===== src/rtl/io_pad_ctrl.sv =====
// io_pad_ctrl: pad controller sitting between the Caravel IO pads and the
// MCU IO filter. Handles pad direction, per-pin open-drain, input
// synchronisation, sticky edge capture and a small readable config bank.
module io_pad_ctrl #(
    parameter int IO_PINS     = 16,
    parameter int IO_PADS     = 38,
    parameter int FIRST_PAD   = 8,
    parameter int SYNC_STAGES = 2
) (
    input  logic               clk,
    input  logic               rst_hard_n,
    input  logic [IO_PADS-1:0] io_in,
    output logic [IO_PADS-1:0] io_out,
    output logic [IO_PADS-1:0] io_oeb,
    output logic               rst_soft_n,
    output logic [IO_PINS-1:0] pin_dir,
    output logic [IO_PINS-1:0] pin_data_in,
    input  logic [IO_PINS-1:0] pin_data_out,
    input  logic               cfg_we,
    input  logic [2:0]         cfg_addr,
    input  logic [IO_PINS-1:0] cfg_wdata,
    output logic [IO_PINS-1:0] cfg_rdata
);

    localparam logic [2:0] ADDR_PROG  = 3'd0;
    localparam logic [2:0] ADDR_DIR   = 3'd1;
    localparam logic [2:0] ADDR_OD    = 3'd2;
    localparam logic [2:0] ADDR_FLAGS = 3'd3;
    localparam logic [2:0] ADDR_SYNC  = 3'd4;

    // Configuration state
    logic               r_programming;
    logic [IO_PINS-1:0] r_saved_dir;
    logic [IO_PINS-1:0] r_od_mode;
    logic [IO_PINS-1:0] r_edge_flags;

    // Input path state: synchroniser chain and previous synchronised value
    logic [IO_PINS-1:0] r_sync [SYNC_STAGES];
    logic [IO_PINS-1:0] r_prev_in;

    logic [IO_PINS-1:0] w_pad_in;
    logic [IO_PINS-1:0] w_sync_in;
    logic [IO_PINS-1:0] w_pp_out;
    logic [IO_PINS-1:0] w_edge;
    logic [IO_PINS-1:0] w_clear;
    logic [IO_PADS-1:0] w_unused_io;

    // Soft reset follows the hard reset and is also asserted while programming;
    // every pin falls back to input whenever soft reset is active.
    assign rst_soft_n = rst_hard_n & ~r_programming;
    assign pin_dir    = rst_soft_n ? r_saved_dir : '0;

    // A pin actively drives its own pad only when it is a push-pull output;
    // such pins neither read back the pad nor record edges.
    assign w_pp_out    = pin_dir & ~r_od_mode;
    assign w_sync_in   = r_sync[SYNC_STAGES-1];
    assign pin_data_in = w_sync_in & ~w_pp_out;
    assign w_edge      = (w_sync_in ^ r_prev_in) & ~w_pp_out;
    assign w_clear     = (cfg_we && (cfg_addr == ADDR_FLAGS)) ? cfg_wdata : '0;

    // Pad mapping: pin i lives on pad FIRST_PAD+i, every other pad is parked
    // as an undriven input. Unmapped pad inputs are collected only to mark
    // them as intentionally ignored.
    genvar gi;
    generate
        for (gi = 0; gi < IO_PADS; gi++) begin : g_pad
            if (gi >= FIRST_PAD && gi < FIRST_PAD + IO_PINS) begin : g_mapped
                localparam int P = gi - FIRST_PAD;
                // Open-drain pins never drive high: they pull low or release.
                assign io_out[gi]      = ~r_od_mode[P] & pin_dir[P] & pin_data_out[P];
                assign io_oeb[gi]      = r_od_mode[P] ? ~(pin_dir[P] & ~pin_data_out[P])
                                                      : ~pin_dir[P];
                assign w_pad_in[P]     = io_in[gi];
                assign w_unused_io[gi] = 1'b0;
            end else begin : g_fixed
                assign io_out[gi]      = 1'b0;
                assign io_oeb[gi]      = 1'b1;
                assign w_unused_io[gi] = io_in[gi];
            end
        end
    endgenerate

    // Config register writes; hard reset overrides a same-cycle write
    always_ff @(posedge clk) begin
        if (!rst_hard_n) begin
            r_programming <= 1'b0;
            r_saved_dir   <= '0;
            r_od_mode     <= '0;
        end else if (cfg_we) begin
            case (cfg_addr)
                ADDR_PROG: r_programming <= cfg_wdata[0];
                ADDR_DIR:  r_saved_dir   <= cfg_wdata;
                ADDR_OD:   r_od_mode     <= cfg_wdata;
                default:   ;
            endcase
        end
    end

    // Sticky edge flags: W1C clears, but a new edge on the same cycle wins
    always_ff @(posedge clk) begin
        if (!rst_hard_n) begin
            r_edge_flags <= '0;
        end else begin
            r_edge_flags <= (r_edge_flags & ~w_clear) | w_edge;
        end
    end

    // Input synchroniser chain plus the one-cycle history used for edge detect
    always_ff @(posedge clk) begin
        if (!rst_hard_n) begin
            for (int s = 0; s < SYNC_STAGES; s++) begin
                r_sync[s] <= '0;
            end
            r_prev_in <= '0;
        end else begin
            r_sync[0] <= w_pad_in;
            for (int s = 1; s < SYNC_STAGES; s++) begin
                r_sync[s] <= r_sync[s-1];
            end
            r_prev_in <= w_sync_in;
        end
    end

    // Combinational config read-back; unused addresses read as zero
    always_comb begin
        cfg_rdata = '0;
        case (cfg_addr)
            ADDR_PROG:  cfg_rdata = {{(IO_PINS-1){1'b0}}, r_programming};
            ADDR_DIR:   cfg_rdata = r_saved_dir;
            ADDR_OD:    cfg_rdata = r_od_mode;
            ADDR_FLAGS: cfg_rdata = r_edge_flags;
            ADDR_SYNC:  cfg_rdata = w_sync_in;
            default:    cfg_rdata = '0;
        endcase
    end

endmodule


===== config.mk =====
export PLATFORM = sky130hd
export DESIGN_NAME = io_pad_ctrl
export DESIGN_NICKNAME = d
export VERILOG_FILES = /design/src/rtl/io_pad_ctrl.sv
export SDC_FILE = /design/constraint.sdc
export NUM_CORES = 1
export LEC_CHECK = 0
export ABC_AREA = 1
export ABC_CLOCK_PERIOD_IN_PS = 2150
export CAP_MARGIN = 10
export CORE_ASPECT_RATIO = 0.6
export CORE_MARGIN = 2
export CORE_UTILIZATION = 39
export DETAILED_ROUTE_END_ITERATION = 8
export GPL_ROUTABILITY_DRIVEN = 0
export PLACE_DENSITY_LB_ADDON = 0.05
export SLEW_MARGIN = 20
export SYNTH_ARGS = -nofsm -noshare
export SYNTH_HDL_FRONTEND = slang
export SYNTH_SLANG_ARGS = --single-unit

===== constraint.sdc =====
create_clock -name clk -period 2.15 [get_ports clk]
set_clock_uncertainty 0.15 [all_clocks]
set_input_delay 0.645 -clock clk [delete_from_list [all_inputs] [get_ports clk]]
set_output_delay 0.645 -clock clk [all_outputs]
set_load 0.01 [all_outputs]

==> results of run 1 <==
## layer usage
layer | routed length, um | track usage
met1 | 6720 | 0.299
met2 | 6130 | 0.324
met3 | 903 | 0.0477
met4 | 103 | 0.0425
met5 | 0 | 0
## where the power goes
| part | total, mW | internal (mW) | switching (mW) |
|---|---|---|---|
| Sequential | 1.94 | 1.88 | 0.0667 |
| Clock | 1.70 | 1.04 | 0.652 |
| Combinational | 0.723 | 0.352 | 0.372 |
## layout make-up
class                           instances  share of cell area
Tap cell                              165              0.0277
Multi-Input combinational cell        476               0.347
Inverter                              120              0.0640
Clock buffer                           12              0.0330
Sequential cell                        97               0.260
Timing Repair Buffer                  200               0.259
Clock inverter                          3             0.00872
## Yosys cell counts (all sizes together)
library cell	n
inv	120
nand3	52
xor2	16
clkbuf	5
and2	16
a21oi	17
nand2	211
dfxtp	97
nor3	1
nor2	86
o21ai	17
conb	2
nand4	16
buf	67
## through the flow
stage,std cells,setup TNS (ns)
after global placement,1026,-58.36
after floorplan,765,-0.296
after detailed placement,1026,-61.06
after CTS,1072,-12.94
final,1073,-12.98
after global routing,1073,-17.01
## cell usage in the layout, fill, tap and decap left out
master           instances
clkinv_2                 1
and2_1                   1
inv_2                   15
nand2_1                179
clkdlybuf4s50_1         49
nor2_2                  15
nand2_2                 23
bufinv_16                2
buf_4                   34
clkbuf_8                 1
buf_2                   46
nand3_2                  1
buf_16                   2
buf_12                  12
clkbuf_1                 2
inv_1                   98
and2_4                  15
nand4_1                 16
nor2_8                   1
clkbuf_16                9
buf_6                   51
nand3_4                 16
dfxtp_1                 97
xor2_1                  16
o21ai_1                  2
nor2_1                  64
nor2_4                   6
inv_8                    2
nand3_1                 35
o21ai_2                 15
a21oi_1                 17
nand2_4                  9
conb_1                  44
nor3_4                   1
buf_8                    6
inv_4                    5
## worst paths after layout
check / from / to / cells past startpoint
max: cfg_addr[1] / cfg_rdata[0] / 10
min: r_sync[0][10] / r_sync[0][26] / 2
min reg2reg: r_sync[0][10] / r_sync[0][26] / 2
max reg2reg: r_programming / r_edge_flags[1] / 9
## registers in the layout, summed over array words and instances (netlist names)
| name | cells |
|---|---|
| r_saved_dir | 16 |
| r_prev_in | 16 |
| r_od_mode | 16 |
| r_sync | 32 |
| r_edge_flags | 16 |
| r_programming | 1 |
## logic make-up (layout without fill, tap and decap cells)
| family | after synthesis | after routing | share of synthesized area |
|---|---|---|---|
| and+or+nand+nor | 382 | 382 | 0.339 |
| DFF | 97 | 97 | 0.403 |
| other | 2 | 44 | 0.00156 |
| xor gates and xnor gates | 16 | 16 | 0.0291 |
| AOI/OAI and AO/OA | 34 | 34 | 0.0353 |
| buffers and inverters | 192 | 335 | 0.192 |
## tightest hold or removal path: cells and delay by family (launching register included)
kind                   cells  cell delay, ns
AND/OR/NAND/NOR            1            0.04
flip-flops                 1            0.30
buffers and inverters      1            0.04
## what timing repair did
item,in CTS,in global routing
setup buffers,27,4
hold buffers,0,0
pin swaps,19,3
gates cloned,4,0
resized for setup,459,21
setup endpoints to repair,81,81
==> results.json, run 1 <==
{
  "outcome": "finished with violations",
  "violations": "setup timing",
  "yosys_warnings": 0,
  "cp_cell_sequence": "buf_8 -> buf_6 -> nor3_4 -> buf_6 -> buf_12 -> nand2_2 -> nand2_1 -> inv_1 -> nand3_1 -> buf_2",
  "cts_tree": "done",
  "antenna_found_initial": 0,
  "grt_setup_unrepaired": "true",
  "grt_pass1_vias": 4410,
  "slew_violations": 0,
  "cp.arrival_ns": 1.60,
  "required_ns": 1.35,
  "pin_count": 201,
  "worstSetupStartpointType": "input port",
  "drt_wl_total_mm": 13.9,
  "min_period_ns": 2.40,
  "synthDistinctLibCells": 24,
  "die_w_um": 148,
  "path_common_cell": "buf_6",
  "hold_viol": 0,
  "dpl.hpwl_mm": 9.48,
  "antenna_cells": 0,
  "grt_overflow": 0,
  "syn_inst": 723,
  "wire_per_inst_um": 12.9,
  "crit_type": "in2out",
  "ant_nets": 0,
  "clockRootBuffer": "clkbuf_16",
  "drc": 0,
  "powerDensity_nw_per_um2": 585,
  "grt_start_max_net_pins": 81,
  "finalInstanceArea_um2": 7460,
  "area_growth_pct": 54.9,
  "yosysTopAreaCell": "dfxtp_1",
  "clkLatencyLatePin_ns": 0.34,
  "p_leak_nw": 3.78,
  "post_dp_cell_area_um2": 6700,
  "clock_sinks": 97,
  "cts_buffer_depth": 2,
  "io_buffers": 134,
  "synth_area_leaders": "dfxtp_1, nand2_1, inv_1, buf_4, nor2_1",
  "register_area_um2": 1940,
  "slew-limit-headroom": 0.448,
  "drive_gt1_frac": 0.317,
  "htree_levels": 3,
  "finalSetupViolCount": 81,
  "cp_slowest_cell": "nor3_4",
  "vdd_drop_max_v": 0.000454,
  "postSynthRegisterBits": 97,
  "max_stage_delay_ns": 0.15,
  "initial_core_util": 0.400,
  "max_freq_mhz": 417,
  "fin_ws_ns": -0.250,
  "crit_fanout": 5,
  "ff2ff_setup_slack_ns": 0.55,
  "core_area_um2": 12100,
  "drt-pass1-iter-count": 5,
  "synth_area_um2": 4820,
  "syn_area_per_cell_um2": 6.67,
  "seq_area_frac_synth": 0.403,
  "vias": 4755,
  "nFillCells": 1096,
  "cap_violations": 0,
  "grt_pass1_wl_mm": 22.1,
  "hold_path.class": "reg2reg",
  "utilization": 0.619,
  "endpoint_kind": "output pin",
  "rows": 31,
  "drt-initial-drc-count": 273,
  "crit_family": "buffers and inverters",
  "synth_top_area_share": 0.403,
  "final_nets": 980,
  "worst_pin_slew_ns": 0.828,
  "power.total_mw": 4.36,
  "clk_pin_slew_ns": 0.06,
  "cts_buffers": 9,
  "whs_ns": 0.260,
  "die_y_um": 90.1,
  "cp_num_buf_inv": 6,
  "grt_use_total": 0.209,
  "die-area_um2": 13300,
  "vias_per_cell": 4.43,
  "fin_crit_sh": 1.12,
  "dp_worst_setup_slack_ns": -1.11,
  "multi_input_area_um2": 2590
}
(Power assumes the default switching activity.)
==> inputs of run 2 (changes only) <==
--- a/config.mk
+++ b/config.mk
@@ -8,9 +8,11 @@
 export ABC_AREA = 1
 export ABC_CLOCK_PERIOD_IN_PS = 2150
 export CAP_MARGIN = 10
+export CELL_PAD_IN_SITES_DETAIL_PLACEMENT = 0
+export CELL_PAD_IN_SITES_GLOBAL_PLACEMENT = 2
 export CORE_ASPECT_RATIO = 0.6
 export CORE_MARGIN = 2
-export CORE_UTILIZATION = 39
+export CORE_UTILIZATION = 20
 export DETAILED_ROUTE_END_ITERATION = 8
 export GPL_ROUTABILITY_DRIVEN = 0
 export PLACE_DENSITY_LB_ADDON = 0.05
==> results.json, run 2 (same netlist as run 1, synthesis figures left out) <==
{
  "die-area_um2": 25400,
  "core_area_um2": 23400,
  "cts_tree": "done",
  "grt_start_max_net_pins": 81,
  "nFillCells": 2509,
  "slew-limit-headroom": 0.369,
  "cap_violations": 0,
  "clock_sinks": 97,
  "htree_levels": 3,
  "finalSetupViolCount": 81,
  "clk_pin_slew_ns": 0.07,
  "antenna_cells": 0,
  "antenna_found_initial": 0,
  "min_from": "r_sync[0][11]",
  "tns_ns": -13.67,
  "register_area_um2": 1950,
  "final_common_cell": "nand2_1",
  "p_leak_nw": 3.96,
  "ant_nets": 0,
  "crit_start": "cfg_addr[2]",
  "cts_buffer_depth": 2,
  "grt_pass1_wl_mm": 27.6,
  "cts_buffers": 9,
  "power.total_mw": 4.55,
  "drc": 0,
  "vias_per_cell": 3.87,
  "drt_wl_total_mm": 18.0,
  "whs_ns": 0.258,
  "fin_crit_sh": 1.13,
  "clockRootBuffer": "clkbuf_16",
  "largest_register": "r_sync",
  "endpoint_kind": "output pin",
  "dp.cells": 1179,
  "io_buffers": 134,
  "pin_count": 201,
  "wire_per_inst_um": 14.5,
  "slew_violations": 0,
  "drt-pass1-iter-count": 6,
  "max_freq_mhz": 412,
  "powerDensity_nw_per_um2": 573,
  "initial_core_util": 0.206,
  "worstSetupStartpointType": "input port",
  "violations": "setup timing",
  "dpl.hpwl_mm": 11.3,
  "dp_worst_setup_slack_ns": -1.16,
  "clkLatencyLatePin_ns": 0.36,
  "worst_pin_slew_ns": 0.946,
  "hold_path.class": "reg2reg",
  "outcome": "finished with violations",
  "grt_use_total": 0.145,
  "multi_input_area_um2": 2670,
  "grt_pass1_vias": 4676,
  "cp.arrival_ns": 1.63,
  "crit_fanout": 6,
  "area_growth_pct": 64.7,
  "rows": 43,
  "die_y_um": 124,
  "min_period_ns": 2.43,
  "die_w_um": 204,
  "grt_setup_unrepaired": "true",
  "drt-initial-drc-count": 204,
  "layout_common_cells": "nand2_1, inv_1, dfxtp_1",
  "cts_hold_buf": 0,
  "crit_type": "in2out",
  "reg2reg_from": "r_programming",
  "drive_gt1_frac": 0.343,
  "hold_viol": 0,
  "fin_cells": 1239,
  "vias": 4794,
  "vdd_drop_max_v": 0.000361,
  "largest_reg_flops": 32,
  "fin_ws_ns": -0.275,
  "required_ns": 1.35,
  "grt_overflow": 0,
  "final_nets": 995
}
[run 2: cell count changes in the layout (fill, tap and decap cells not counted), sizes merged]
cell	previous run	this run
buf	151	165
clkbuf	12	15
clkdlybuf4s50	49	48
clkinv	1	0
dlygate4sd2	0	1
[run 2: report_power, final]
part / switching, mW / internal (mW) / total [mW]
registers: 0.0703 / 1.88 / 1.95
clock network: 0.722 / 1.09 / 1.81
logic: 0.406 / 0.385 / 0.791
[run 2: layer usage]
layer | routed length [um] | global-route usage | part of all wire
met5 | 0 | 0 | 0
met4 | 171 | 0.0315 | 0.0095
met3 | 1110 | 0.0396 | 0.061
met2 | 7600 | 0.210 | 0.42
met1 | 9120 | 0.212 | 0.51
[run 2: cell type report]
type / instances / share of cell area
clock buffers: 14 / 0.0333
clock inverters: 2 / 0.00757
inverters: 120 / 0.0621
multi-input cells: 476 / 0.337
flip-flops and latches: 97 / 0.245
well taps: 315 / 0.0497
repair buffers: 215 / 0.265
[run 2: through the flow]
stage,util,cell area [um^2]
after floorplan,-,5290
after global placement,0.296,6920
after detailed placement,0.296,6920
after CTS,0.334,7820
after global routing,0.339,7940
final,0.339,7940
[run 2: final timing paths]
check | to | slack [ns] | cells after the start
max reg2reg | r_edge_flags[9] | 0.52 | 9
min | r_sync[0][27] | 0.26 | 2
max | cfg_rdata[4] | -0.28 | 8
min reg2reg | r_sync[0][27] | 0.26 | 2
[run 2: worst max-delay path, cell delays in order]
cell and delay [ns]:
buf_8 0.10, buf_6 0.12, nor2_4 0.16, buf_12 0.17
buf_8 0.12, nand2_2 0.04, nand4_1 0.11, buf_2 0.15
[run 2: what timing repair did]
item	CTS	global route
pin swaps	21	10
gates cloned	5	1
endpoints found under the setup margin	81	81
setup buffers	36	8
gates resized for setup	482	38
endpoints found under the hold margin	0	0
